$ cat config.mk
export PLATFORM = sky130hd
export DESIGN_NAME = evm_session_ctrl_flat
export DESIGN_NICKNAME = d
export VERILOG_FILES = /design/src/rtl/evm_pkg.sv /design/src/rtl/evm_session_if.sv /design/src/rtl/evm_cycle_timer.sv /design/src/rtl/evm_session_ctrl.sv /design/src/flat_wrapper.sv
export SDC_FILE = /design/constraint.sdc
export NUM_CORES = 1
export LEC_CHECK = 0
export ABC_AREA = 1
export ABC_CLOCK_PERIOD_IN_PS = 2640
export BUFFER_PORTS_ARGS = -buffer_cell sky130_fd_sc_hd__buf_2
export CORE_MARGIN = 4
export CORE_UTILIZATION = 32
export DETAILED_ROUTE_END_ITERATION = 8
export GPL_TIMING_DRIVEN = 0
export PLACE_DENSITY = 0.53
export SLEW_MARGIN = 30
export SYNTH_ARGS = -nofsm -noshare
export SYNTH_HDL_FRONTEND = slang
export SYNTH_SLANG_ARGS = --single-unit
$ cat constraint.sdc
create_clock -name clock -period 2.64 [get_ports clock]
set_clock_uncertainty 0.05 [all_clocks]
set_input_delay 0.264 -clock clock [delete_from_list [all_inputs] [get_ports clock]]
set_output_delay 0.264 -clock clock [all_outputs]
set_load 0.05 [all_outputs]
$ cat src/rtl/evm_pkg.sv
// Shared types and helpers for the EVM polling-session controller.
package evm_pkg;

  localparam int N_CAND_DEF = 4;

  typedef enum logic [2:0] {
    CLOSED      = 3'd0,
    WAIT_BALLOT = 3'd1,
    ARMED       = 3'd2,
    COMMIT      = 3'd3,
    LOCKOUT     = 3'd4,
    RESULTS     = 3'd5
  } evm_state_t;

  // True when exactly one bit of v is set; callers zero-extend narrower vectors.
  function automatic logic onehot_valid(input logic [31:0] v);
    return (v != 32'd0) && ((v & (v - 32'd1)) == 32'd0);
  endfunction

endpackage

$ cat src/rtl/evm_session_if.sv
// Officer controls, button requests and controller status for one polling session.
interface evm_session_if
  import evm_pkg::*;
#(
  parameter int N_CAND  = N_CAND_DEF,
  parameter int TOTAL_W = 10
);
  localparam int SEL_W = (N_CAND > 1) ? $clog2(N_CAND) : 1;

  // vote_req carries one-cycle valid pulses and has no ready: a request is consumed
  // only when it lands in ARMED and is otherwise dropped. vote_grant is a one-cycle
  // commit strobe that the votelogger must accept unconditionally.
  logic               open_poll;
  logic               close_poll;
  logic               ballot_issue;
  logic [N_CAND-1:0]  vote_req;
  logic [N_CAND-1:0]  vote_grant;
  logic               ballot_ready;
  logic               busy;
  logic               reject_pulse;
  logic               timeout_pulse;
  logic               results_mode;
  logic [SEL_W-1:0]   disp_sel;
  logic [TOTAL_W-1:0] total_votes;
  evm_state_t         state;

  modport master (
    output open_poll, close_poll, ballot_issue, vote_req,
    input  vote_grant, ballot_ready, busy, reject_pulse, timeout_pulse,
    input  results_mode, disp_sel, total_votes, state
  );

  modport slave (
    input  open_poll, close_poll, ballot_issue, vote_req,
    output vote_grant, ballot_ready, busy, reject_pulse, timeout_pulse,
    output results_mode, disp_sel, total_votes, state
  );
endinterface

$ cat src/rtl/evm_cycle_timer.sv
// Loadable down-counter; done is high while the count sits at zero.
module evm_cycle_timer #(
  parameter int W = 4
) (
  input  logic         clock,
  input  logic         reset,
  input  logic         load,
  input  logic [W-1:0] load_val,
  input  logic         en,
  output logic         done
);
  logic [W-1:0] count;

  always_ff @(posedge clock) begin
    if (reset) begin
      count <= '0;
    end else if (load) begin
      count <= load_val;
    end else if (en && (count != '0)) begin
      count <= count - W'(1);
    end
  end

  assign done = (count == '0);
endmodule

$ cat src/rtl/evm_session_ctrl.sv
// Polling-session controller: one vote per issued ballot, post-vote lockout,
// and a results walk over the candidates once the poll closes.
module evm_session_ctrl
  import evm_pkg::*;
#(
  parameter int N_CAND         = N_CAND_DEF,
  parameter int LOCKOUT_CYCLES = 8,
  parameter int ARM_TIMEOUT    = 1024,
  parameter int DISPLAY_CYCLES = 16,
  parameter int TOTAL_W        = 10
) (
  input  logic          clock,
  input  logic          reset,
  evm_session_if.slave  bus
);
  localparam int SEL_W  = (N_CAND > 1) ? $clog2(N_CAND) : 1;
  localparam int LOCK_W = (LOCKOUT_CYCLES > 1) ? $clog2(LOCKOUT_CYCLES) : 1;
  localparam int ARM_W  = (ARM_TIMEOUT > 1) ? $clog2(ARM_TIMEOUT) : 1;
  localparam int DISP_W = (DISPLAY_CYCLES > 1) ? $clog2(DISPLAY_CYCLES) : 1;

  evm_state_t         state;
  logic               close_pending;
  logic [N_CAND-1:0]  vote_grant_q;
  logic               ballot_ready_q;
  logic               busy_q;
  logic               reject_q;
  logic               timeout_q;
  logic               results_q;
  logic [SEL_W-1:0]   disp_sel_q;
  logic [TOTAL_W-1:0] total_q;

  logic req_none;
  logic req_one;
  logic lock_done;
  logic arm_done;
  logic disp_done;
  logic lock_load;
  logic arm_load;
  logic arm_en;
  logic disp_load;

  assign req_none = (bus.vote_req == '0);
  assign req_one  = onehot_valid(32'(bus.vote_req));

  // Timers are held preloaded outside their own state, so entering a state starts a full period.
  always_comb begin
    lock_load = (state != LOCKOUT);
    arm_load  = (state != ARMED);
    arm_en    = (state == ARMED) && req_none;
    disp_load = (state != RESULTS) || disp_done;
  end

  evm_cycle_timer #(.W(LOCK_W)) u_lock_timer (
    .clock    (clock),
    .reset    (reset),
    .load     (lock_load),
    .load_val (LOCK_W'(LOCKOUT_CYCLES - 1)),
    .en       (state == LOCKOUT),
    .done     (lock_done)
  );

  evm_cycle_timer #(.W(ARM_W)) u_arm_timer (
    .clock    (clock),
    .reset    (reset),
    .load     (arm_load),
    .load_val (ARM_W'(ARM_TIMEOUT - 1)),
    .en       (arm_en),
    .done     (arm_done)
  );

  evm_cycle_timer #(.W(DISP_W)) u_disp_timer (
    .clock    (clock),
    .reset    (reset),
    .load     (disp_load),
    .load_val (DISP_W'(DISPLAY_CYCLES - 1)),
    .en       (state == RESULTS),
    .done     (disp_done)
  );

  always_ff @(posedge clock) begin
    if (reset) begin
      state          <= CLOSED;
      close_pending  <= 1'b0;
      vote_grant_q   <= '0;
      ballot_ready_q <= 1'b0;
      busy_q         <= 1'b0;
      reject_q       <= 1'b0;
      timeout_q      <= 1'b0;
      results_q      <= 1'b0;
      disp_sel_q     <= '0;
      total_q        <= '0;
    end else begin
      vote_grant_q <= '0;
      reject_q     <= 1'b0;
      timeout_q    <= 1'b0;
      case (state)
        CLOSED: begin
          if (bus.open_poll) begin
            state   <= WAIT_BALLOT;
            total_q <= '0;
          end
        end
        WAIT_BALLOT: begin
          if (bus.close_poll || close_pending) begin
            state         <= RESULTS;
            results_q     <= 1'b1;
            disp_sel_q    <= '0;
            close_pending <= 1'b0;
          end else if (bus.ballot_issue) begin
            state          <= ARMED;
            ballot_ready_q <= 1'b1;
          end
        end
        ARMED: begin
          if (bus.close_poll) close_pending <= 1'b1;
          // A valid press in the expiry cycle is still honoured.
          if (req_one) begin
            state          <= COMMIT;
            vote_grant_q   <= bus.vote_req;
            ballot_ready_q <= 1'b0;
            busy_q         <= 1'b1;
          end else if (!req_none) begin
            reject_q <= 1'b1;
          end else if (arm_done) begin
            state          <= WAIT_BALLOT;
            timeout_q      <= 1'b1;
            ballot_ready_q <= 1'b0;
          end
        end
        COMMIT: begin
          if (bus.close_poll) close_pending <= 1'b1;
          if (total_q != '1) total_q <= total_q + TOTAL_W'(1);
          state <= LOCKOUT;
        end
        LOCKOUT: begin
          if (bus.close_poll) close_pending <= 1'b1;
          if (lock_done) begin
            state  <= WAIT_BALLOT;
            busy_q <= 1'b0;
          end
        end
        RESULTS: begin
          if (disp_done) begin
            disp_sel_q <= (disp_sel_q == SEL_W'(N_CAND - 1)) ? '0 : disp_sel_q + SEL_W'(1);
          end
        end
        default: state <= CLOSED;
      endcase
    end
  end

  assign bus.vote_grant    = vote_grant_q;
  assign bus.ballot_ready  = ballot_ready_q;
  assign bus.busy          = busy_q;
  assign bus.reject_pulse  = reject_q;
  assign bus.timeout_pulse = timeout_q;
  assign bus.results_mode  = results_q;
  assign bus.disp_sel      = disp_sel_q;
  assign bus.total_votes   = total_q;
  assign bus.state         = state;
endmodule

$ cat src/flat_wrapper.sv
// flat-port wrapper written by rule: the top's interface ports become plain ports
module evm_session_ctrl_flat import evm_pkg::*;
#(
  parameter int N_CAND         = N_CAND_DEF,
  parameter int LOCKOUT_CYCLES = 8,
  parameter int ARM_TIMEOUT    = 1024,
  parameter int DISPLAY_CYCLES = 16,
  parameter int TOTAL_W        = 10
)
  (clock, reset, bus_open_poll, bus_close_poll, bus_ballot_issue, bus_vote_req, bus_vote_grant, bus_ballot_ready, bus_busy, bus_reject_pulse, bus_timeout_pulse, bus_results_mode, bus_disp_sel, bus_total_votes, bus_state);
  evm_session_if #(.N_CAND(N_CAND), .TOTAL_W(TOTAL_W)) bus_i ();
  input  logic clock;
  input  logic reset;
  input wire logic [$bits(bus_i.open_poll)-1:0] bus_open_poll;
  input wire logic [$bits(bus_i.close_poll)-1:0] bus_close_poll;
  input wire logic [$bits(bus_i.ballot_issue)-1:0] bus_ballot_issue;
  input wire logic [$bits(bus_i.vote_req)-1:0] bus_vote_req;
  output wire logic [$bits(bus_i.vote_grant)-1:0] bus_vote_grant;
  output wire logic [$bits(bus_i.ballot_ready)-1:0] bus_ballot_ready;
  output wire logic [$bits(bus_i.busy)-1:0] bus_busy;
  output wire logic [$bits(bus_i.reject_pulse)-1:0] bus_reject_pulse;
  output wire logic [$bits(bus_i.timeout_pulse)-1:0] bus_timeout_pulse;
  output wire logic [$bits(bus_i.results_mode)-1:0] bus_results_mode;
  output wire logic [$bits(bus_i.disp_sel)-1:0] bus_disp_sel;
  output wire logic [$bits(bus_i.total_votes)-1:0] bus_total_votes;
  output wire logic [$bits(bus_i.state)-1:0] bus_state;
  assign bus_i.open_poll = bus_open_poll;
  assign bus_i.close_poll = bus_close_poll;
  assign bus_i.ballot_issue = bus_ballot_issue;
  assign bus_i.vote_req = bus_vote_req;
  assign bus_vote_grant = bus_i.vote_grant;
  assign bus_ballot_ready = bus_i.ballot_ready;
  assign bus_busy = bus_i.busy;
  assign bus_reject_pulse = bus_i.reject_pulse;
  assign bus_timeout_pulse = bus_i.timeout_pulse;
  assign bus_results_mode = bus_i.results_mode;
  assign bus_disp_sel = bus_i.disp_sel;
  assign bus_total_votes = bus_i.total_votes;
  assign bus_state = bus_i.state;
  evm_session_ctrl #(.N_CAND(N_CAND), .LOCKOUT_CYCLES(LOCKOUT_CYCLES), .ARM_TIMEOUT(ARM_TIMEOUT), .DISPLAY_CYCLES(DISPLAY_CYCLES), .TOTAL_W(TOTAL_W)) u_core (.clock(clock), .reset(reset), .bus(bus_i));
endmodule
==> results.py, run 1 <==
metrics = {
    "outcome": {
        "status": "complete, no violations",
    },
    "cts": {
        "path_clk_slew_ns": 0.08,
        "h-tree-depth": 2,
        "clkLatencyLatePin_ns": 0.29,
        "cts_setup_buffers": 0,
        "cts_tree": "built",
        "clkSinkCount": 42,
        "root_buffer": "clkbuf_8",
        "post_cts_resized": 0,
        "postCtsHoldBufs": 0,
        "cts_max_path_buffers": 2,
        "cts_buffers": 5,
    },
    "timing": {
        "fmax_mhz": 590,
        "setup_viol": 0,
        "hold_viol": 0,
        "period_minus_slack_ns": 1.70,
        "relSlewSlack": 0.571,
        "fin_setup_tns_ns": 0,
        "worst_pin_slew_ns": 0.643,
        "drv_slew": 0,
        "fin_crit_sh": 0.642,
        "layout_setup_ws_ns": 0.944,
        "rsz0062_at_grt": "false",
    },
    "final_layout": {
        "final_cell_mix": "65 x nand2_1, 45 x inv_1, 42 x dfxtp_1",
        "final_nets": 387,
        "diodes": 0,
        "fin_util": 0.392,
        "final_common_cell": "nand2_1",
        "layout-drive-gt1-share": 0.202,
        "area_delta_synth_final_pct": 16.8,
        "fillCellCount": 727,
    },
    "place": {
        "dpl.hpwl_um": 4150,
        "io_buffers": 32,
        "routabilityCongestion": 0.834,
        "place_ws_ns": 0.939,
    },
    "yosys": {
        "postSynth.asyncResetShare": 0,
        "ys_seq_elements": 42,
        "synth_edf_count": 0,
        "synth_top_area_cell": "dfxtp_1",
        "syn_avg_cell_area_um2": 7.01,
        "synth_top_area_frac": 0.361,
        "ys_warn_count": 0,
        "syn_nets": 348,
        "synth_flop_cell": "dfxtp_1",
        "postSynthCellCount": 332,
        "yosys-top-cells-area": "dfxtp_1 36%, nand2_1 10%, nand3_1 8.6%",
        "synth.distinct_cells": 35,
        "ys_seq_area_frac": 0.361,
        "syn-cell-area_um2": 2330,
    },
    "global_route": {
        "grt_max_degree": 13,
        "grt_pass1_wl_um": 9380,
        "grt_pass1_vias": 1990,
        "grt_usage": 0.135,
        "antenna_found_initial": 0,
        "grt.overflow.total": 0,
    },
    "floorplan": {
        "die-height_um": 93.3,
        "dieWidth_um": 93.3,
        "row_count": 30,
        "start_util": 0.335,
        "core_um2": 6940,
        "dieArea_um2": 8700,
        "io_pins": 33,
    },
    "worst_setup_path": {
        "crit_arrival_ns": 1.88,
        "cp-start-kind": "flip-flop",
        "crit_path_max_fanout": 9,
        "endpoint_kind": "flip-flop",
        "path_class": "reg2reg",
        "cp.required_ns": 2.82,
    },
    "detailed_routing": {
        "drt-initial-drc-count": 88,
        "drc_errors": 0,
        "via_count": 2176,
        "first_pass_iters": 4,
        "ant_nets": 0,
        "wire_per_inst_um": 11.7,
        "via_per_inst": 4.65,
        "routed_wl_um": 5470,
    },
    "job": {
        "max_cap_violations": 0,
    },
    "min_path": {
        "hold_class": "in2reg",
    },
    "pwr": {
        "powerDensity_nw_per_um2": 743,
        "ir_worst_vdd_v": 0.000251,
        "p_leak_nw": 1.28,
    },
}
-- per-layer routing --
metal	wire length, um	up-vias	GRT usage
met3	175	4	0.0330
met5	0	-	0
met4	44	0	0.0366
li1	-	1154	-
met1	2730	992	0.172
met2	2520	26	0.225
-- synthesized netlist by cell type (2+ instances only) --
library cell,number
a221oi_1,2
clkbuf_1,3
xor2_1,4
o21ai_1,2
nand2_4,4
nand2_2,5
inv_1,45
nand4_1,7
ha_1,7
o21ai_0,13
xnor2_1,2
nor2_1,32
inv_2,5
dfxtp_1,42
nand3_1,40
a21oi_2,4
nand2_1,65
nor3_1,2
nand3b_1,3
a21oi_1,23
nor2_2,8
-- kinds of logic (layout without fill, tap and decap cells) --
family                   after synthesis  in the layout  share of synthesized area
AO/OA/AOI/OAI                         47             47                      0.114
XOR/XNOR                               6              6                     0.0226
AND/OR/NAND/NOR                      174            174                      0.369
adder cells (fa/ha/maj)                7              7                     0.0376
flip-flops                            42             42                      0.361
buffers and inverters                 56             96                     0.0962
-- registers in the layout (all words and copies together), names as in the netlist --
signal                     count
u_core.bus.timeout_pulse       1
u_core.bus.busy                1
u_core.bus.state               3
u_core.bus.total_votes        10
u_core.bus.disp_sel            2
u_core.bus.results_mode        1
u_core.bus.reject_pulse        1
u_core.u_lock_timer.count      3
u_core.bus.vote_grant          4
u_core.bus.ballot_ready        1
u_core.u_arm_timer.count      10
u_core.close_pending           1
u_core.u_disp_timer.count      4
-- worst max-delay path, stage by stage (launching register included) --
cell     delay (ns)
dfxtp_1        0.41
ha_1           0.21
inv_1          0.08
nor2_2         0.22
nand3_1        0.13
nand2_2        0.09
nand2_4        0.09
nand2_4        0.13
nand2_1        0.09
a21oi_2        0.13
-- power breakdown --
group	switching, mW	leakage [nW]	total [mW]	internal (mW)
Clock	0.223	0.0575	0.488	0.264
Sequential	0.0779	0.346	0.787	0.709
Combinational	0.534	0.872	0.746	0.212
-- final timing paths --
| kind | startpoint | end | slack, ns | depth (start not counted) |
|---|---|---|---|---|
| worst min-delay path | bus_vote_req[1] | u_core.bus.vote_grant[1] | 0.18 | 3 |
| worst min register to register | u_core.bus.results_mode | u_core.bus.results_mode | 0.43 | 2 |
| worst max register to register | u_core.bus.total_votes[0] | u_core.bus.total_votes[7] | 0.94 | 9 |
| worst max-delay path | u_core.bus.total_votes[0] | u_core.bus.total_votes[7] | 0.94 | 9 |
-- through the flow --
step           cells  hold slack, ns  power (mW)  area, um^2
3_5_place_dp     460           0.416        1.55        2610
2_1_floorplan    332           0.348        1.38        2330
5_1_grt          468           0.168        2.18        2720
4_1_cts          468           0.170        2.05        2720
3_3_place_gp     460           0.405        1.55        2610
6_report         468           0.176        2.02        2720
-- cell type report --
class | count | area, um^2 | share of cell area
Clock buffer | 8 | 110 | 0.0405
Inverter | 51 | 194 | 0.0713
Buffer | 5 | 30.0 | 0.0110
Sequential cell | 42 | 841 | 0.309
Tap cell | 96 | 120 | 0.0442
Multi-Input combinational cell | 234 | 1260 | 0.465
Timing Repair Buffer | 32 | 160 | 0.0589
Power figures use the tool's default switching activity.
==> inputs of run 2 (changes only) <==
--- a/config.mk
+++ b/config.mk
@@ -6,13 +6,13 @@
 export NUM_CORES = 1
 export LEC_CHECK = 0
 export ABC_AREA = 1
-export ABC_CLOCK_PERIOD_IN_PS = 2640
+export ABC_CLOCK_PERIOD_IN_PS = 1400
 export BUFFER_PORTS_ARGS = -buffer_cell sky130_fd_sc_hd__buf_2
 export CORE_MARGIN = 4
 export CORE_UTILIZATION = 32
 export DETAILED_ROUTE_END_ITERATION = 8
 export GPL_TIMING_DRIVEN = 0
-export PLACE_DENSITY = 0.53
+export PLACE_DENSITY = 0.54
 export SLEW_MARGIN = 30
 export SYNTH_ARGS = -nofsm -noshare
 export SYNTH_HDL_FRONTEND = slang
==> constraint.sdc (replaced) <==
create_clock -name clock -period 1.4 [get_ports clock]
set_clock_uncertainty 0.05 [all_clocks]
set_input_delay 0.14 -clock clock [delete_from_list [all_inputs] [get_ports clock]]
set_output_delay 0.14 -clock clock [all_outputs]
set_load 0.05 [all_outputs]
==> run 2 against run 1 <==
  * The run now ends with setup timing left
  * Register-to-register slack got worse by 0.97 ns
  * Count of clock-buffer cells in the layout decreased by 1
  * Via count increased by 8.2%
  * Highest routed layer unchanged
==> results.py, run 2 (same netlist as run 1, synthesis figures left out) <==
metrics = {
    "cts": {
        "cts_buffers": 5,
        "cts_tree": "built",
        "clkLatencyLatePin_ns": 0.29,
        "root_buffer": "clkbuf_8",
        "cts_max_path_buffers": 2,
        "clkSinkCount": 42,
        "h-tree-depth": 2,
        "path_clk_slew_ns": 0.08,
    },
    "global_route": {
        "grt_pass1_wl_um": 9670,
        "grt_max_degree": 13,
        "grt_pass1_vias": 2117,
        "grt.overflow.total": 0,
        "grt_usage": 0.137,
        "antenna_found_initial": 0,
    },
    "timing": {
        "fin_setup_tns_ns": -0.0401,
        "layout_setup_ws_ns": -0.0281,
        "worst_pin_slew_ns": 0.564,
        "setup_viol": 3,
        "period_minus_slack_ns": 1.43,
        "fin_crit_sh": 1.02,
        "fin_hold_ws_ns": 0.0531,
        "fmax_mhz": 700,
        "relSlewSlack": 0.624,
        "drv_slew": 0,
        "rsz0062_at_grt": "true",
        "hold_viol": 0,
    },
    "final_layout": {
        "diodes": 0,
        "final_nets": 416,
        "area_delta_synth_final_pct": 46.3,
        "final_cell_mix": "53 x nand2_1, 36 x inv_1, 32 x buf_2",
        "final_common_cell": "nand2_1",
        "final_area_um2": 3410,
        "layout-drive-gt1-share": 0.461,
        "fin_cells": 497,
    },
    "worst_setup_path": {
        "cp-start-kind": "flip-flop",
        "endpoint_kind": "flip-flop",
        "r2r_start": "u_core.u_arm_timer.count[0]",
        "crit_path_max_fanout": 5,
        "cp.required_ns": 1.54,
        "crit_path_start": "u_core.u_arm_timer.count[0]",
        "crit_buf_inv": 3,
        "slowest_delay_ns": 0.36,
        "ff2ff_setup_slack_ns": -0.03,
        "critPathSlowestCell": "dfxtp_4",
        "path_class": "reg2reg",
        "worstPathCellList": "inv_4 -> ha_4 -> nand2_4 -> nor2_4 -> nand2_4 -> nand2_8 -> buf_8 -> nor2_4 -> o21ai_2 -> inv_1",
        "crit_arrival_ns": 1.56,
        "path_delay_family": "simple AND/OR/NAND/NOR gates",
    },
    "pwr": {
        "p_leak_nw": 1.51,
        "ir_worst_vdd_v": 0.000561,
        "powerDensity_nw_per_um2": 1330,
    },
    "place": {
        "io_buffers": 32,
        "dp_cells": 460,
        "dpl.hpwl_um": 4210,
        "routabilityCongestion": 0.789,
        "placed_cell_area_um2": 2680,
        "place_ws_ns": -0.178,
    },
    "detailed_routing": {
        "via_count": 2355,
        "drt-initial-drc-count": 53,
        "wire_per_inst_um": 12.4,
        "ant_nets": 0,
        "drc_errors": 0,
        "first_pass_iters": 6,
        "routed_wl_um": 6170,
        "via_per_inst": 4.74,
    },
    "floorplan": {
        "io_pins": 33,
        "core_um2": 6940,
        "dieWidth_um": 93.3,
        "start_util": 0.335,
        "die-height_um": 93.3,
        "dieArea_um2": 8700,
        "row_count": 30,
    },
    "job": {
        "max_cap_violations": 0,
    },
    "min_path": {
        "hold_start": "bus_vote_req[3]",
        "hold_class": "in2reg",
    },
    "outcome": {
        "violations": "setup timing",
        "status": "finished, violations left",
    },
}
==> run 2: cell types whose count changed in the layout (fill, tap and decap cells not counted), moves of 10 or more <==
cell	delta
buf_4	+24
dfxtp_1	-20
nand3_1	-13
nand2_1	-12
nand3_2	+11
a21oi_1	-10
dfxtp_2	+10
dfxtp_4	+10
==> run 2: stage by stage <==
step           power (mW)   util
3_3_place_gp         2.95  0.386
3_5_place_dp         2.96  0.386
5_1_grt              4.82  0.491
4_1_cts              4.16  0.427
6_report             4.54  0.491
2_1_floorplan        2.63      -
==> run 2: cell type report <==
cell class,count,area [um^2]
fillers,691,3540
well taps,96,120
multi-input cells,237,1650
inverters,51,219
clock inverters,1,30.0
plain buffers,5,35.0
repair buffers,58,388
clock buffers,7,76.3
flip-flops and latches,42,891
==> run 2: power by group <==
part	internal (mW)	total, mW	switching [mW]
clock network	0.534	0.954	0.420
logic	0.716	2.05	1.33
registers	1.35	1.54	0.187
==> run 2: path summary, 6_finish.rpt <==
check,cells past startpoint,to
setup / recovery,10,u_core.u_arm_timer.count[0]
hold / removal,3,u_core.bus.vote_grant[3]
setup reg to reg,10,u_core.u_arm_timer.count[0]
hold reg to reg,2,u_core.bus.results_mode
==> run 2: worst min-delay path: cells and delay by family <==
kind | cells | cell delay (ns)
buffers and inverters | 2 | 0.17
and+or+nand+nor | 1 | 0.04
==> run 2: routing by layer <==
metal  GRT usage  wire length (um)  part of all wire  vias to the layer above
met3      0.0257               160             0.026                       13
met1       0.160              2720              0.44                     1083
met5           0                 0                 0                        -
met2       0.241              3140              0.51                       33
li1            -                 -                 -                     1226
met4      0.0635               152             0.025                        0
==> run 2: repair_timing <==
item	CTS	global route
gates resized for setup	28	76
buffers inserted	7	18
cloned	3	1
pin swaps	23	28
endpoints found under the setup margin	30	32
hold buffers	0	0
